===== config.mk =====
export PLATFORM = sky130hd
export DESIGN_NAME = mips32_muldiv_unit
export DESIGN_NICKNAME = d
export VERILOG_FILES = /design/src/rtl/mips32_muldiv_unit.sv
export SDC_FILE = /design/constraint.sdc
export NUM_CORES = 1
export LEC_CHECK = 0
export BUFFER_PORTS_ARGS = -buffer_cell sky130_fd_sc_hd__buf_2
export CAP_MARGIN = 20
export CORE_ASPECT_RATIO = 1.4
export CORE_MARGIN = 2
export CORE_UTILIZATION = 61
export CTS_CLUSTER_SIZE = 8
export DETAILED_ROUTE_END_ITERATION = 7
export PLACE_DENSITY = 0.85
export SETUP_SLACK_MARGIN = 0.02
export SKIP_CTS_REPAIR_TIMING = 1
export SLEW_MARGIN = 20
export SYNTH_ARGS = -nofsm -noshare
export SYNTH_HDL_FRONTEND = slang
export SYNTH_SLANG_ARGS = --single-unit

===== constraint.sdc =====
create_clock -name clk_i -period 6 [get_ports clk_i]
set_clock_uncertainty 0.1 [all_clocks]
set_input_delay 0.3 -clock clk_i [delete_from_list [all_inputs] [get_ports clk_i]]
set_output_delay 0.3 -clock clk_i [all_outputs]
set_load 0.01 [all_outputs]

===== src/rtl/mips32_muldiv_unit.sv =====
// mips32_muldiv_unit: iterative one-bit-per-cycle signed/unsigned multiply/divide with HI/LO results and flush
module mips32_muldiv_unit #(
  parameter int WIDTH = 32
) (
  input  logic             clk_i,
  input  logic             rst_i,
  input  logic             start_i,
  input  logic [1:0]       op_i,
  input  logic [WIDTH-1:0] a_i,
  input  logic [WIDTH-1:0] b_i,
  input  logic             flush_i,
  output logic             busy_o,
  output logic             done_o,
  output logic [WIDTH-1:0] hi_o,
  output logic [WIDTH-1:0] lo_o,
  output logic             div_by_zero_o
);
  localparam int CW = $clog2(WIDTH);
  typedef enum logic [1:0] {IDLE, RUN, FIX} state_e;
  state_e state_q, state_d;
  logic [CW-1:0] cnt_q;
  logic [WIDTH-1:0] acc_q, acc_d, q_q, q_d, m_q, hi_q, hi_d, lo_q, lo_d;
  logic [1:0] op_q;
  logic sa_q, sb_q, dz_q, done_q, sgn_a, sgn_b, last, load, fire, dz, neg;
  logic [WIDTH:0] sum, t, diff;
  logic [2*WIDTH-1:0] prod;
  assign last = cnt_q == CW'(WIDTH - 1);
  assign load = state_q == IDLE && start_i && !flush_i;
  assign fire = state_q == FIX && !flush_i;
  always_ff @(posedge clk_i or posedge rst_i)
    if (rst_i) state_q <= IDLE;
    else state_q <= state_d;
  always_comb
    state_d = state_q == IDLE ? (load ? RUN : IDLE)
            : flush_i ? IDLE
            : state_q == RUN ? (last ? FIX : RUN) : IDLE;
  always_comb begin
    busy_o = state_q != IDLE;
    done_o = done_q;
    hi_o = hi_q;
    lo_o = lo_q;
    div_by_zero_o = dz_q;
  end
  // acc holds the running high half (multiply) or partial remainder (divide); q shifts multiplier out / quotient in
  always_comb begin
    sgn_a = op_i[0] && a_i[WIDTH-1];
    sgn_b = op_i[0] && b_i[WIDTH-1];
    sum = {1'b0, acc_q} + (q_q[0] ? {1'b0, m_q} : '0);
    t = {acc_q, q_q[WIDTH-1]};
    diff = t - {1'b0, m_q};
    {acc_d, q_d} = op_q[1] ? {diff[WIDTH] ? t[WIDTH-1:0] : diff[WIDTH-1:0], q_q[WIDTH-2:0], ~diff[WIDTH]}
                           : {sum, q_q[WIDTH-1:1]};
    neg = sa_q ^ sb_q;
    dz = op_q[1] && m_q == '0;
    prod = neg ? -{acc_q, q_q} : {acc_q, q_q};
    // a zero divisor leaves |a| as remainder, so the dividend sign fix restores a exactly
    hi_d = op_q[1] ? (sa_q ? -acc_q : acc_q) : prod[2*WIDTH-1:WIDTH];
    lo_d = op_q[1] ? (dz ? '1 : neg ? -q_q : q_q) : prod[WIDTH-1:0];
  end
  always_ff @(posedge clk_i or posedge rst_i)
    if (rst_i) begin
      cnt_q <= '0;
      acc_q <= '0;
      q_q <= '0;
      m_q <= '0;
      op_q <= '0;
      sa_q <= 1'b0;
      sb_q <= 1'b0;
      hi_q <= '0;
      lo_q <= '0;
      dz_q <= 1'b0;
      done_q <= 1'b0;
    end else begin
      done_q <= fire;
      if (load) begin
        op_q <= op_i;
        sa_q <= sgn_a;
        sb_q <= sgn_b;
        acc_q <= '0;
        q_q <= sgn_a ? -a_i : a_i;
        m_q <= sgn_b ? -b_i : b_i;
        cnt_q <= '0;
      end else if (state_q == RUN) begin
        acc_q <= acc_d;
        q_q <= q_d;
        cnt_q <= cnt_q + CW'(1);
      end
      if (fire) begin
        hi_q <= hi_d;
        lo_q <= lo_d;
        dz_q <= dz;
      end
    end
endmodule


==> metrics, run 1 <==
CP Data Arrival Time between 4 and 5 ns; Yosys top cell area share 32.3%; cell accounting for the most synthesized area dfrtp_1; gpl congestion 1.03; critical path's slowest cell o31ai_1; initial antenna violation count 0; WHS Endpoint q_q[16]$_DFFE_PP0P_; GRT overflow 0; fin crit share 75.8%; Initial Utilization 61.5%; Finished Core Util 68.7%; Commonest cells post-synth 180 x nand2_1, 173 x o21ai_0, 172 x dfrtp_1, 165 x nor2_1, 149 x a21oi_1; Yosys reg bits 172; Post-synth EDFFs 0; Detail Placement HPWL 29600 um; Rows 64; Die Y around 180 um; r2r worst-path depth 14; die area 23100 um2; num ports 137; Critical Path Start Type flop; Avg Cell Area, Syn approximately 8.1 um2; Setup TNS 0 ns; min-delay src a_i[16]; max_slew headroom about 27%; DP Worst Slack 1.62 ns; fmax 220 MHz; Post-Syn Area ~13000 um2; CP Capture Type flop; DRT Wirelength 39800 um; Synth Flop Type dfrtp_1; core area about 22000 um2; worst skew pair latency 0.45 ns; r2r setup slk 1.45 ns; CTS Root Cell clkbuf_16; status finished clean; critical path type reg -> reg; post-synthesis cell type count 72; Post-Layout Cell Count 2052; register area share after synthesis 32.3%; family with the most delay on the worst path compound AO/OA/AOI/OAI gates; first-pass GRT wire length 63600 um; Detailed Routing Iterations Pass 1 8; Slew @ Worst Pin 1.09 ns; final hold slack about 0.050 ns; Final Hold Fails 0; reg2reg start q_q[0]$_DFFE_PP0P_; RR Endpoint acc_q[31]$_DFFE_PP0P_; most common cell in the synthesized netlist nand2_1; largest net degree at the start of global routing 120; placed cells 2017; IO buf count 136; Iteration-0 DRC Markers 1049; worst path bufs/invs 1; CP max stage delay 0.65 ns; GRT Total Usage between 30% and 40%; clock transition at the registers of the reported paths 0.07 ns; Layout area overhead 11.8%; synth top area cells dfrtp_1 32%, ha_1 6.6%, o21ai_0 6.5%, xnor2_1 6.3%, a21oi_1 5.6%; die width 129 um; max-slew violation count 0; final net count 1884; CTS tree done; RSZ-0062 raised after global routing false; Inserted Clock Buffers 17; Mapped Cells around 1700; Vias roughly 13000; Tmin final 4.55 ns; most frequent CP cell o21ai_0; hold crit path type in -> reg; power density over the cells 491 nW/um2; CP max FO 17; CP required 6.22 ns; vias in the first global route 12700; routed length per instance 19.4 um; ANT cells 0; drc violations 0; DR vias/cell 6.35; Clock H-tree levels 4; layout cells sized above 1 12.5%; post-route ant nets 0; clk sinks between 150 and 200; max-cap viol count 0; Final WS setup 1.45 ns; Hold Path Stages 3; asr flop ratio synth 100%; Leak around 0.0069 uW; final setup violation count 0; maximum vdd drop 0.000300 V; worst-path cell chain inv_1, nor2_1, ha_1, o21ai_0, a21oi_1, o21bai_1, a21oi_1, o21ai_0, a2111oi_0, o31ai_1, o21ai_0, a31o_2, a2111oi_0, nor3_1; Ys Warns 0; Mapped Nets 1793; Clock Tree Buf Depth 2
stage by stage:
step / cell area, um2 / total power, uW
2_1_floorplan: 13300 / 4870
3_3_place_gp: 14200 / 5880
5_1_grt: 14900 / 7800
4_1_cts: 14900 / 7220
3_5_place_dp: 14200 / 5960
6_report: 14900 / 7310
worst register-to-register path: cells and delay by family (launching register included):
| family | cells | cell delay [ns] |
|---|---|---|
| simple gates | 2 | 0.22 |
| fa+ha+maj | 1 | 0.35 |
| buf+inv | 1 | 0.44 |
| compound gates | 10 | 2.86 |
| flops | 1 | 0.45 |
kinds of logic after synthesis:
| group | Yosys count | synth area share (%) |
|---|---|---|
| AO/OA/AOI/OAI | 520 | 23.9 |
| XOR/XNOR | 173 | 11.4 |
| adder cells (fa/ha/maj) | 72 | 6.87 |
| buffers and inverters | 146 | 4.21 |
| flip-flops | 172 | 32.3 |
| multiplexers | 44 | 3.32 |
| AND/OR/NAND/NOR | 524 | 18.0 |
flip-flops by register name, summed over array words and instances, names as in the netlist:
signal / count
cnt_q: 5
div_by_zero_o: 1
m_q: 32
lo_o: 32
hi_o: 32
op_q: 1
sb_q: 1
done_o: 1
sa_q: 1
q_q: 32
acc_q: 32
state_q: 2
layout by cell type (no fill, tap or decap), types with 14 or more instances in the layout:
cell and n:
nand2_1 178, nor3_1 36, xor2_1 76, ha_1 70
nor2_1 164, xnor2_1 96, a22oi_1 18, inv_1 59
nand3_1 26, buf_4 18, clkbuf_16 17, buf_2 136
dfrtp_1 171, a21oi_1 148, a31oi_1 14, nand2b_1 21
o21ai_0 173, a21o_1 32, o211ai_1 27, o31ai_1 20
nor4_1 17, mux2i_1 42
routing by layer:
layer,routed length [um],part of all wire [%],vias up,global-route usage [%]
li1,-,-,6068,-
met4,2030,5.1,0,18.6
met2,19900,50,636,61.4
met3,2960,7.4,147,5.79
met1,14900,37,6177,40.6
met5,0,0,-,0
power breakdown:
part | internal [uW] | switching [uW]
registers | 1410 | 533
logic | 1680 | 2440
clock network | 720 | 530
total | 3810 | 3500
worst max path at each step:
| stage | startpoint | endpoint | slack [ns] | depth (start not counted) |
|---|---|---|---|---|
| 4_1_cts | q_q[0]$_DFFE_PP0P_ | acc_q[31]$_DFFE_PP0P_ | 1.61 | 14 |
| 3_3_place_gp | q_q[0]$_DFFE_PP0P_ | hi_o[24]$_DFFE_PP0P_ | 1.75 | 13 |
| 2_1_floorplan | rst_i | acc_q[0]$_DFFE_PP0P_ | 0.94 | 1 |
| 6_report | q_q[0]$_DFFE_PP0P_ | acc_q[31]$_DFFE_PP0P_ | 1.45 | 14 |
| 3_5_place_dp | q_q[0]$_DFFE_PP0P_ | acc_q[31]$_DFFE_PP0P_ | 1.62 | 14 |
| 5_1_grt | q_q[0]$_DFFE_PP0P_ | acc_q[31]$_DFFE_PP0P_ | 1.10 | 14 |
area by class of cell:
class                   count  area (um2)
fillers                  1812        6790
flip-flops and latches    172        4310
inverters                  61         234
repair buffers            157         846
clock inverters            14         206
well taps                 297         372
multi-input cells        1333        8510
clock buffers              18         439
No activity file was read; power rests on OpenSTA's default activity.
==> run 2: changes to the inputs <==
- CORE_UTILIZATION: 61 -> 55
- PLACE_DENSITY: 0.85 -> 0.81
- clock period: 6 -> 4.1 ns (I/O delays scaled with it)
==> run 2 against run 1 <==
Net effect: the flow now finishes with violations (hold timing); maximum frequency rose by 18%; power grew 47%; wire length increased by 0.54%; critical path depth increased by 1; critical path type unchanged; non-clock buffer count rose by 37; sequential cell count unchanged; utilization is 5.0 points lower; count of clock-buffer cells in the layout is the same; highest routed layer is now met5; via count is 0.63% higher; largest cell class unchanged; global-route usage decreased by 3.1 points; worst hold slack worse by 0.11 ns; final cell count rose by 2.4%.
==> metrics, run 2 (synthesis gave the netlist of run 1 again) <==
RSZ-0062 raised after global routing false; most frequent cells in the layout 179 x nand2_1, 171 x o21ai_0, 169 x dfrtp_1; drc violations 0; Layout area overhead 14.0%; fin crit share 94.3%; Vias 13100; IO buf count 136; GRT Total Usage 31.8%; DR vias/cell ~6.2; worst-path cell chain inv_1, ha_1, fa_1, nand2b_1, a21oi_1, a21o_1, a21o_1, a21oi_1, o21ai_0, a21oi_1, buf_4, xnor2_1, buf_4, mux2i_1, o21ai_0; Detailed Routing Iterations Pass 1 7; Final Hold Fails 99; die width 136 um; fmax 259 MHz; CP max FO 9; routed length per instance between 15 and 20 um; met3 wire len 2700 um; power density over the cells 709 nW/um2; gpl congestion 0.954; Tmin final 3.87 ns; Final WS setup 0.234 ns; ANT cells 0; final net count 1921; final setup violation count 0; Clock H-tree levels 4; top layer used by detailed routing met5; CP Data Arrival Time 4.07 ns; CTS Root Cell clkbuf_16; Critical Path Start Type flop; CP Capture Type flop; CP required around 4.3 ns; CTS tree done; num ports 137; r2r worst-path depth 15; failing checks hold timing; Slew @ Worst Pin roughly 1.0 ns; metal2 WL 20000 um; die area around 26000 um2; Leak around 0.007 uW; worst skew pair latency 0.45 ns; Post-Layout Cell Count 2102; max-slew violation count 0; placed cells approximately 2100; post-route ant nets 0; CP max stage delay 0.39 ns; first-pass GRT wire length 64500 um; max-cap viol count 0; commonest non-fill, non-tap cell in the layout nand2_1; Detail Placement HPWL roughly 30000 um; critical path type reg -> reg; maximum vdd drop 0.000443 V; most frequent CP cell a21oi_1; GRT overflow 0; max_slew headroom a little over 30%; clk sinks around 170; initial antenna violation count 1; Initial Utilization 55.8%; layout cells sized above 1 14.2%; hold crit path type in -> async; clock transition at the registers of the reported paths 0.08 ns; met1 WL ~15000 um; largest net degree at the start of global routing 173; Inserted Clock Buffers 17; Rows 67; Iteration-0 DRC Markers 1125; Die Y 188 um; DP Worst Slack approximately 0.22 ns; final hold slack -0.0624 ns; Setup TNS 0 ns; status complete, but fails checks; DRT Wirelength roughly 40000 um; critical path's slowest cell fa_1; vias in the first global route 12800; core area 23900 um2; Clock Tree Buf Depth 2
run 2: layout make-up:
type,instances,area (um2)
multi-input cells,1333,8530
inverters,61,233
well taps,310,388
fillers,2076,8680
clock buffers,18,429
clock inverters,14,158
repair buffers,194,1160
flip-flops and latches,172,4310
run 2: worst paths after layout:
check / slack [ns] / start / to
min reg2reg: 0.37 / hi_o[11]$_DFFE_PP0P_ / hi_o[11]$_DFFE_PP0P_
min in group clk_i: -0.02 / a_i[29] / q_q[29]$_DFFE_PP0P_
max: 0.23 / q_q[31]$_DFFE_PP0P_ / acc_q[17]$_DFFE_PP0P_
max in group asynchronous: 3.24 / rst_i / acc_q[13]$_DFFE_PP0P_
min: -0.06 / rst_i / acc_q[27]$_DFFE_PP0P_
max reg2reg: 0.23 / q_q[31]$_DFFE_PP0P_ / acc_q[17]$_DFFE_PP0P_
run 2: critical path: cells and delay by family, from the launching register on:
kind                       cells  cell delay (ns)
xor gates and xnor gates       1             0.17
muxes                          1             0.23
and+or+nand+nor                1             0.18
adders and majority gates      2             0.62
AOI/OAI and AO/OA              7             1.49
buffers and inverters          3             0.54
DFF                            1             0.38
run 2: metal layers:
metal,vias up,global-route usage (%)
li1,6151,-
met1,6275,36.9
met2,544,55.5
met3,138,5.68
met4,2,16.5
met5,-,0
run 2: per-stage QoR:
stage                     util (%)  power (uW)  cell area (um2)
after floorplan                  -        7130            13300
after global placement        60.7        8820            14500
after detailed placement      60.7        8950            14500
after CTS                     63.2       10700            15100
after global routing          63.7       11500            15200
final                         63.7       10800            15200
run 2: report_power, final:
part	internal, uW	switching, uW
clock	911	761
combinational	2680	3760
sequential	2070	598
total	5660	5120
